File: src/rtl/ram_arb_pkg.sv
// ============================================================================
// Module : ram_arb_pkg
// Brief  : Shared types and defaults for the two-port RAM arbiter.
// Rev    : 1.0  initial release
// ============================================================================
`default_nettype none

package ram_arb_pkg;

    typedef enum logic [1:0] {
        IDLE   = 2'd0,
        ACCESS = 2'd1,
        DONE   = 2'd2
    } state_t;

    localparam logic PORT_A = 1'b0;
    localparam logic PORT_B = 1'b1;

    localparam int DEF_DATA_W = 8;
    localparam int DEF_ADDR_W = 8;
    localparam int DEF_DEPTH  = 33;

endpackage

`default_nettype wire

File: src/rtl/rr_arbiter_2.sv
// ============================================================================
// Module : rr_arbiter_2
// Brief  : Combinational two-way round-robin pick; favours the port not served last.
// Rev    : 1.0  initial release
// ============================================================================
`default_nettype none

module rr_arbiter_2
    import ram_arb_pkg::*;
(
    input  logic req_a,
    input  logic req_b,
    input  logic last,
    output logic grant_b,
    output logic grant_valid
);

    assign grant_valid = req_a | req_b;
    assign grant_b     = req_b & (~req_a | (last == PORT_A));

endmodule

`default_nettype wire

File: src/rtl/ram_port_arbiter.sv
// ============================================================================
// Module : ram_port_arbiter
// Brief  : Shares one single-port RAM between two requesters, one 3-cycle access per grant.
// Rev    : 1.0  initial release
// ============================================================================
`default_nettype none

module ram_port_arbiter
    import ram_arb_pkg::*;
#(
    parameter int DATA_W = DEF_DATA_W,
    parameter int ADDR_W = DEF_ADDR_W,
    parameter int DEPTH  = DEF_DEPTH
) (
    input  logic              clk,
    input  logic              reset,
    input  logic              a_req,
    input  logic              a_we,
    input  logic [ADDR_W-1:0] a_addr,
    input  logic [DATA_W-1:0] a_wdata,
    output logic              a_ack,
    output logic [DATA_W-1:0] a_rdata,
    output logic              a_err,
    input  logic              b_req,
    input  logic              b_we,
    input  logic [ADDR_W-1:0] b_addr,
    input  logic [DATA_W-1:0] b_wdata,
    output logic              b_ack,
    output logic [DATA_W-1:0] b_rdata,
    output logic              b_err,
    output logic              busy,
    output logic              MemWrite,
    output logic              MemRead,
    output logic [ADDR_W-1:0] Address,
    output logic [DATA_W-1:0] WriteData,
    input  logic [DATA_W-1:0] MemData_in
);

    localparam logic [ADDR_W-1:0] C_LAST_ADDR = ADDR_W'(DEPTH - 1);

    state_t              state_q, state_d;
    logic                owner_q, owner_d;
    logic                last_q, last_d;
    logic                we_q, we_d;
    logic [ADDR_W-1:0]   addr_q, addr_d;
    logic [DATA_W-1:0]   wdata_q, wdata_d;
    logic                a_ack_q, a_ack_d, b_ack_q, b_ack_d;
    logic                a_err_q, a_err_d, b_err_q, b_err_d;
    logic [DATA_W-1:0]   a_rdata_q, a_rdata_d, b_rdata_q, b_rdata_d;
    logic                w_grant_b, w_grant_valid, w_out_of_range;
    logic                w_mem_write, w_mem_read;
    logic [ADDR_W-1:0]   w_mem_addr;
    logic [DATA_W-1:0]   w_mem_wdata;

    rr_arbiter_2 u_arb (
        .req_a       (a_req),
        .req_b       (b_req),
        .last        (last_q),
        .grant_b     (w_grant_b),
        .grant_valid (w_grant_valid)
    );

    assign w_out_of_range = (addr_q > C_LAST_ADDR);

    always_comb begin
        state_d     = state_q;
        owner_d     = owner_q;
        last_d      = last_q;
        we_d        = we_q;
        addr_d      = addr_q;
        wdata_d     = wdata_q;
        a_ack_d     = 1'b0;
        b_ack_d     = 1'b0;
        a_err_d     = 1'b0;
        b_err_d     = 1'b0;
        a_rdata_d   = a_rdata_q;
        b_rdata_d   = b_rdata_q;
        w_mem_write = 1'b0;
        w_mem_read  = 1'b0;
        w_mem_addr  = '0;
        w_mem_wdata = '0;
        case (state_q)
            IDLE: begin
                if (w_grant_valid) begin
                    owner_d = w_grant_b;
                    last_d  = w_grant_b;
                    if (w_grant_b == PORT_B) begin
                        we_d    = b_we;
                        addr_d  = b_addr;
                        wdata_d = b_wdata;
                    end else begin
                        we_d    = a_we;
                        addr_d  = a_addr;
                        wdata_d = a_wdata;
                    end
                    state_d = ACCESS;
                end
            end
            ACCESS: begin
                w_mem_addr  = addr_q;
                w_mem_wdata = wdata_q;
                if (!w_out_of_range) begin
                    w_mem_write = we_q;
                    w_mem_read  = ~we_q;
                end
                // Ack/err are registered here so they appear exactly in DONE.
                if (owner_q == PORT_A) begin
                    a_ack_d = 1'b1;
                    a_err_d = w_out_of_range;
                    if (!we_q && !w_out_of_range) a_rdata_d = MemData_in;
                end else begin
                    b_ack_d = 1'b1;
                    b_err_d = w_out_of_range;
                    if (!we_q && !w_out_of_range) b_rdata_d = MemData_in;
                end
                state_d = DONE;
            end
            DONE:    state_d = IDLE;
            default: state_d = IDLE;
        endcase
    end

    always_ff @(posedge clk) begin
        if (!reset) begin
            state_q   <= IDLE;
            owner_q   <= PORT_A;
            last_q    <= PORT_B;
            we_q      <= 1'b0;
            addr_q    <= '0;
            wdata_q   <= '0;
            a_ack_q   <= 1'b0;
            b_ack_q   <= 1'b0;
            a_err_q   <= 1'b0;
            b_err_q   <= 1'b0;
            a_rdata_q <= '0;
            b_rdata_q <= '0;
        end else begin
            state_q   <= state_d;
            owner_q   <= owner_d;
            last_q    <= last_d;
            we_q      <= we_d;
            addr_q    <= addr_d;
            wdata_q   <= wdata_d;
            a_ack_q   <= a_ack_d;
            b_ack_q   <= b_ack_d;
            a_err_q   <= a_err_d;
            b_err_q   <= b_err_d;
            a_rdata_q <= a_rdata_d;
            b_rdata_q <= b_rdata_d;
        end
    end

    // Strobes are gated by reset directly so an access aborted mid-cycle never touches the RAM.
    assign MemWrite  = w_mem_write & reset;
    assign MemRead   = w_mem_read & reset;
    assign Address   = w_mem_addr;
    assign WriteData = w_mem_wdata;
    assign busy      = (state_q != IDLE);
    assign a_ack     = a_ack_q;
    assign b_ack     = b_ack_q;
    assign a_err     = a_err_q;
    assign b_err     = b_err_q;
    assign a_rdata   = a_rdata_q;
    assign b_rdata   = b_rdata_q;

endmodule

`default_nettype wire

File: config.mk
export PLATFORM = sky130hd
export DESIGN_NAME = ram_port_arbiter
export DESIGN_NICKNAME = d
export VERILOG_FILES = /design/src/rtl/ram_arb_pkg.sv /design/src/rtl/rr_arbiter_2.sv /design/src/rtl/ram_port_arbiter.sv
export SDC_FILE = /design/constraint.sdc
export NUM_CORES = 1
export LEC_CHECK = 0
export BUFFER_PORTS_ARGS = -buffer_cell sky130_fd_sc_hd__buf_2
export CELL_PAD_IN_SITES_DETAIL_PLACEMENT = 0
export CELL_PAD_IN_SITES_GLOBAL_PLACEMENT = 1
export CORE_UTILIZATION = 36
export CTS_CLUSTER_SIZE = 28
export DETAILED_ROUTE_END_ITERATION = 12
export PLACE_DENSITY_LB_ADDON = 0.25
export SLEW_MARGIN = 20
export SYNTH_ARGS = -nofsm -noshare
export SYNTH_HDL_FRONTEND = slang
export SYNTH_SLANG_ARGS = --single-unit
File: constraint.sdc
create_clock -name clk -period 2.6 [get_ports clk]
set_clock_uncertainty 0.05 [all_clocks]
set_input_delay 0.52 -clock clk [delete_from_list [all_inputs] [get_ports clk]]
set_output_delay 0.52 -clock clk [all_outputs]
set_load 0.02 [all_outputs]
==> metrics, run 1 <==
Hold Path Stages 2; Layout area overhead 29.1%; Hold Violations, Final 0; Synth Flop Type dfxtp_1; leak pwr 1.39 nW; Post-CTS Resized 0; Synth top area share 0.451; Finished Cell Area 2350 sq um; min cycle time layout 2.24 ns; Synth cell types 26; Final setup viols 0; dpl cells 330; DP HPWL 2.71 mm; Post-Syn Area per Cell 9.63 sq um; sequential share of the synthesized area 0.451; Max clock buf depth 2; #FFs+latches synth 41; nets 316; PwrDens 570 nW/um^2; synth top area cells dfxtp_1 45%, mux2i_1 18%, o211a_1 9.4%, nand2_1 9.1%, and2_1 5.8%; DRC 0; max frequency 0.445 GHz; most common cell after layout, fill and taps aside buf_2; Multi-input gate area 912 sq um; Worst EP required 2.03 ns; critical path class register to output pin; GPL Wtd Cong 0.748; IO Pins 85; gate count after technology mapping 189; vias in the first global route 1482; setup tns final 0 ns; Fill cells 477; worst path arrival time 1.67 ns; non-filler cells, final 336; Worst R2R Path Depth 4; Synthesized Nets 235; initial antenna violation count 0; number of flops mapped to enable cells by yosys 0; Placed Area 2270 sq um; CTS clk-pin slew, worst paths 0.07 ns; Hold Buf Count CTS 0; total power 1.34 mW; CTS buffer count 5; met3 Resource Use GR 0.0442; die width 73.1 microns; via count 1535; Place WS 0.632 ns; RSZ-0062 raised after global routing false; Antenna Nets Post-Route 0; Hold Slack 0.404 ns; slew margin rel. 0.614; Pre-Repair DR Iteration Count 4; Final Slew Violations 0; CP peak stage delay 0.44 ns; Worst-Margin Slew 0.576 ns; final WL 3.90 mm; H-Tree Depth 2; first-pass GRT wire length 6.45 mm; core area 4790 sq um; Mapped Area 1820 sq um; area leader, netlist dfxtp_1; commonest non-fill, non-tap cells in the layout 84 x buf_2, 44 x nand2_1, 41 x dfxtp_1, 33 x mux2i_1; Initial DRC Count 63; CTS tree built; met1 Use GR 0.202; switching power total 0.367 mW; Post-Route Utilization 0.491; GRT Total Usage 0.157; ys async rst share 0; # Post-CTS Setup Buffers 0; Congestion Overflow GR 0; clk sink count 41; hold crit path type register to register; critical-path cell list nor2b_1 > nand2_1 > nor3b_1 > buf_2; clock share of power 0.275; per-cell routed wire length 11.6 microns; I/O Buffers 84; internal power 0.973 mW; worst-skew pair later-pin latency 0.28 ns; Synth Warn # 0; outcome finished, final reports clean; Initial Utilization 0.380; die area 5340 sq um; sequential cell area 821 sq um; Critical Path Start Type register; diode count 0; part of the cycle the worst path needs 0.863; gr busiest metal met2; Critical Path Fanout Max 8; Sw Share 0.274; row cnt 25; GR met2 Demand/Resource 0.251; die height 73.1 microns; Max Cap Viol 0; DR vias/cell 4.57; pin count of the biggest net entering global routing 46; slowest stage cell, crit path nor2b_1; layout cells sized above 1 0.364; Peak VDD IR 0.223 mV; Setup crit end kind output pin; Sequential Power Share 0.525; CTS Root Buffer Type clkbuf_8; setup ws final 0.355 ns; Logic pwr share 0.200
==> metal layers <==
metal	part of all wire	wire [microns]	vias to the layer above
li1	-	-	803
met1	0.48	1890	670
met2	0.44	1700	57
met3	0.069	269	5
met4	0.010	40	0
met5	0	0	-
==> cells by family (layout without fill, tap and decap cells) <==
logic type,Yosys count,count (layout),synth area share
compound gates,23,23,0.118
buf+inv,16,96,0.0495
flops,41,41,0.451
mux,33,33,0.182
simple gates,76,76,0.199
==> power by group through the flow <==
stage / sequential (mW) / clock, mW / combinational [mW]
6_report: 0.703 / 0.368 / 0.268
5_1_grt: 0.710 / 0.413 / 0.300
3_5_place_dp: 0.717 / 0 / 0.273
2_1_floorplan: 0.722 / 0 / 0.179
3_3_place_gp: 0.717 / 0 / 0.270
4_1_cts: 0.703 / 0.391 / 0.274
==> area by class of cell <==
cell class	count	area share
multi-input cells	132	0.388
inverters	2	0.00320
repair buffers	88	0.192
well taps	67	0.0357
clock inverters	1	0.00213
flip-flops and latches	41	0.349
clock buffers	5	0.0293
==> cells in the mapped netlist, types with 2 or more instances <==
cell and number:
nand2_1 44, buf_4 2, nor3_1 3, clkbuf_1 4
dfxtp_1 41, o211a_1 17, buf_2 6, mux2i_1 33
and2_1 17, buf_6 2, nor2_1 3, inv_1 2
and3_1 2
==> state kept, by name, summed over array words and instances (netlist names) <==
name     flops
a_ack        1
b_rdata      8
owner_q      1
b_err        1
b_ack        1
wdata_q      8
a_rdata      8
a_err        1
addr_q       8
last_q       1
state_q      2
we_q         1
==> worst paths after layout <==
path	from	to	slack, ns
setup reg to reg	state_q[0]$_SDFFE_PN0P_	b_rdata[3]$_SDFFE_PN0P_	0.65
hold / removal	a_rdata[4]$_SDFFE_PN0P_	a_rdata[4]$_SDFFE_PN0P_	0.40
setup / recovery	state_q[0]$_SDFFE_PN0P_	MemRead	0.36
hold reg to reg	a_rdata[4]$_SDFFE_PN0P_	a_rdata[4]$_SDFFE_PN0P_	0.40
==> worst max-delay path, delay by kind of cell, from the launching register on <==
| family | cells | cell delay [ns] |
|---|---|---|
| flops | 1 | 0.32 |
| buf+inv | 1 | 0.20 |
| simple gates | 3 | 0.88 |
(Power assumes the default switching activity.)
==> run 2: changes to the inputs <==
Settings changed: PLACE_DENSITY set to 0.9, PLACE_DENSITY_LB_ADDON 0.25 to unset.
==> run 2 against run 1 <==
Net effect:
- power is 8.6% higher
- cell count is 0.30% higher
- first-iteration DRC count shrank 16%
- routed wire length shrank 1.6%
- critical path type unchanged
- largest power group unchanged
- highest routed layer unchanged
==> metrics, run 2 (same netlist as run 1, synthesis figures left out) <==
outcome finished, final reports clean; Max clock buf depth 2; worst-skew pair later-pin latency 0.28 ns; initial antenna violation count 0; part of the cycle the worst path needs 0.822; Hold Path Stages 2; commonest non-fill, non-tap cells in the layout 84 x buf_2, 44 x nand2_1, 41 x dfxtp_1, 33 x mux2i_1; IO Pins 85; worst path arrival time 1.57 ns; Post-CTS Resized 0; PwrDens 612 nW/um^2; Initial DRC Count 53; Hold Buf Count CTS 0; nets 316; FF-to-FF Start addr_q[6]$_SDFFE_PN0P_; total power 1.46 mW; slew margin rel. 0.620; Critical Path Start Type register; GRT Total Usage 0.152; Pre-Repair DR Iteration Count 4; Peak VDD IR 0.282 mV; layout cells sized above 1 0.367; pin count of the biggest net entering global routing 46; Reg2Reg Setup Slack 0.82 ns; RSZ-0062 raised after global routing false; H-Tree Depth 2; max frequency 0.468 GHz; Layout area overhead 30.7%; Max Cap Viol 0; DP HPWL 2.79 mm; Critical R2R Capture b_rdata[5]$_SDFFE_PN0P_; leak pwr 1.40 nW; final WL 3.83 mm; Min-Delay Endpoint a_rdata[0]$_SDFFE_PN0P_; DRC 0; CTS Root Buffer Type clkbuf_8; die height 73.1 microns; CTS tree built; hold crit path type register to register; Setup crit end kind output pin; first-pass GRT wire length 6.31 mm; per-cell routed wire length 11.4 microns; DR vias/cell 4.64; GPL Wtd Cong 0.661; # Post-CTS Setup Buffers 0; die area 5340 sq um; setup tns final 0 ns; Worst-Margin Slew 0.568 ns; most common cell after layout, fill and taps aside buf_2; Worst R2R Path Depth 4; Hold Violations, Final 0; Final Slew Violations 0; Final setup viols 0; Critical Path Fanout Max 6; min cycle time layout 2.14 ns; row cnt 25; die width 73.1 microns; I/O Buffers 84; worst min-delay path startpoint a_rdata[0]$_SDFFE_PN0P_; Antenna Nets Post-Route 0; clk sink count 41; Congestion Overflow GR 0; CTS clk-pin slew, worst paths 0.07 ns; CTS buffer count 5; Initial Utilization 0.380; critical path class register to output pin; core area 4790 sq um; vias in the first global route 1436; via count 1562; Worst EP required 2.03 ns; diode count 0
## run 2: cell count changes in the layout (fill, tap and decap cells not counted)
cell	change
bufinv_16	+1
## run 2: per-stage QoR
stage / area, sq um / hold slack [ns] / std cells / utilization / setup WS, ns
final: 2380 / 0.409 / 337 / 0.497 / 0.463
after global routing: 2380 / 0.432 / 337 / 0.497 / 0.294
after CTS: 2380 / 0.414 / 337 / 0.497 / 0.437
after detailed placement: 2270 / 0.403 / 330 / 0.475 / 0.753
after global placement: 2270 / 0.393 / 330 / 0.475 / 0.801
after floorplan: 1820 / 0.395 / 189 / - / 0.672
## run 2: worst max path at each step
| stage | startpoint | end | slack (ns) | depth (start not counted) |
|---|---|---|---|---|
| after floorplan | state_q[0]$_SDFFE_PN0P_ | MemRead | 0.67 | 4 |
| after global placement | addr_q[6]$_SDFFE_PN0P_ | MemRead | 0.80 | 4 |
| after detailed placement | addr_q[6]$_SDFFE_PN0P_ | MemRead | 0.75 | 4 |
| after CTS | addr_q[6]$_SDFFE_PN0P_ | MemRead | 0.44 | 4 |
| after global routing | addr_q[6]$_SDFFE_PN0P_ | MemRead | 0.29 | 4 |
| final | addr_q[6]$_SDFFE_PN0P_ | MemRead | 0.46 | 4 |
## run 2: area by class of cell
| class | instances | area (sq um) |
|---|---|---|
| multi-input combinational | 132 | 912 |
| tap | 67 | 83.8 |
| timing repair buffer | 88 | 450 |
| fill | 472 | 2410 |
| clock buffer | 5 | 68.8 |
| inverter | 2 | 7.51 |
| clock inverter | 2 | 35.0 |
| sequential | 41 | 821 |
## run 2: layer usage
layer | wire length (microns) | global-route usage | up-vias
met5 | 0 | 0 | -
met4 | 50 | 0.0458 | 0
met3 | 173 | 0.0483 | 7
met2 | 1820 | 0.256 | 41
met1 | 1790 | 0.185 | 712
li1 | - | - | 802
## run 2: power by group
part / total, mW / switching (mW) / leakage, nW / internal [mW]
Combinational: 0.268 / 0.146 / 1.01 / 0.122
Clock: 0.486 / 0.207 / 0.0540 / 0.279
Sequential: 0.701 / 0.0275 / 0.336 / 0.674
Total: 1.46 / 0.380 / 1.40 / 1.08
## run 2: critical path: stages (launching register included)
cell and delay [ns]:
dfxtp_1 0.33, nor4_1 0.27, a21o_2 0.23, nor3b_1 0.24, buf_2 0.21
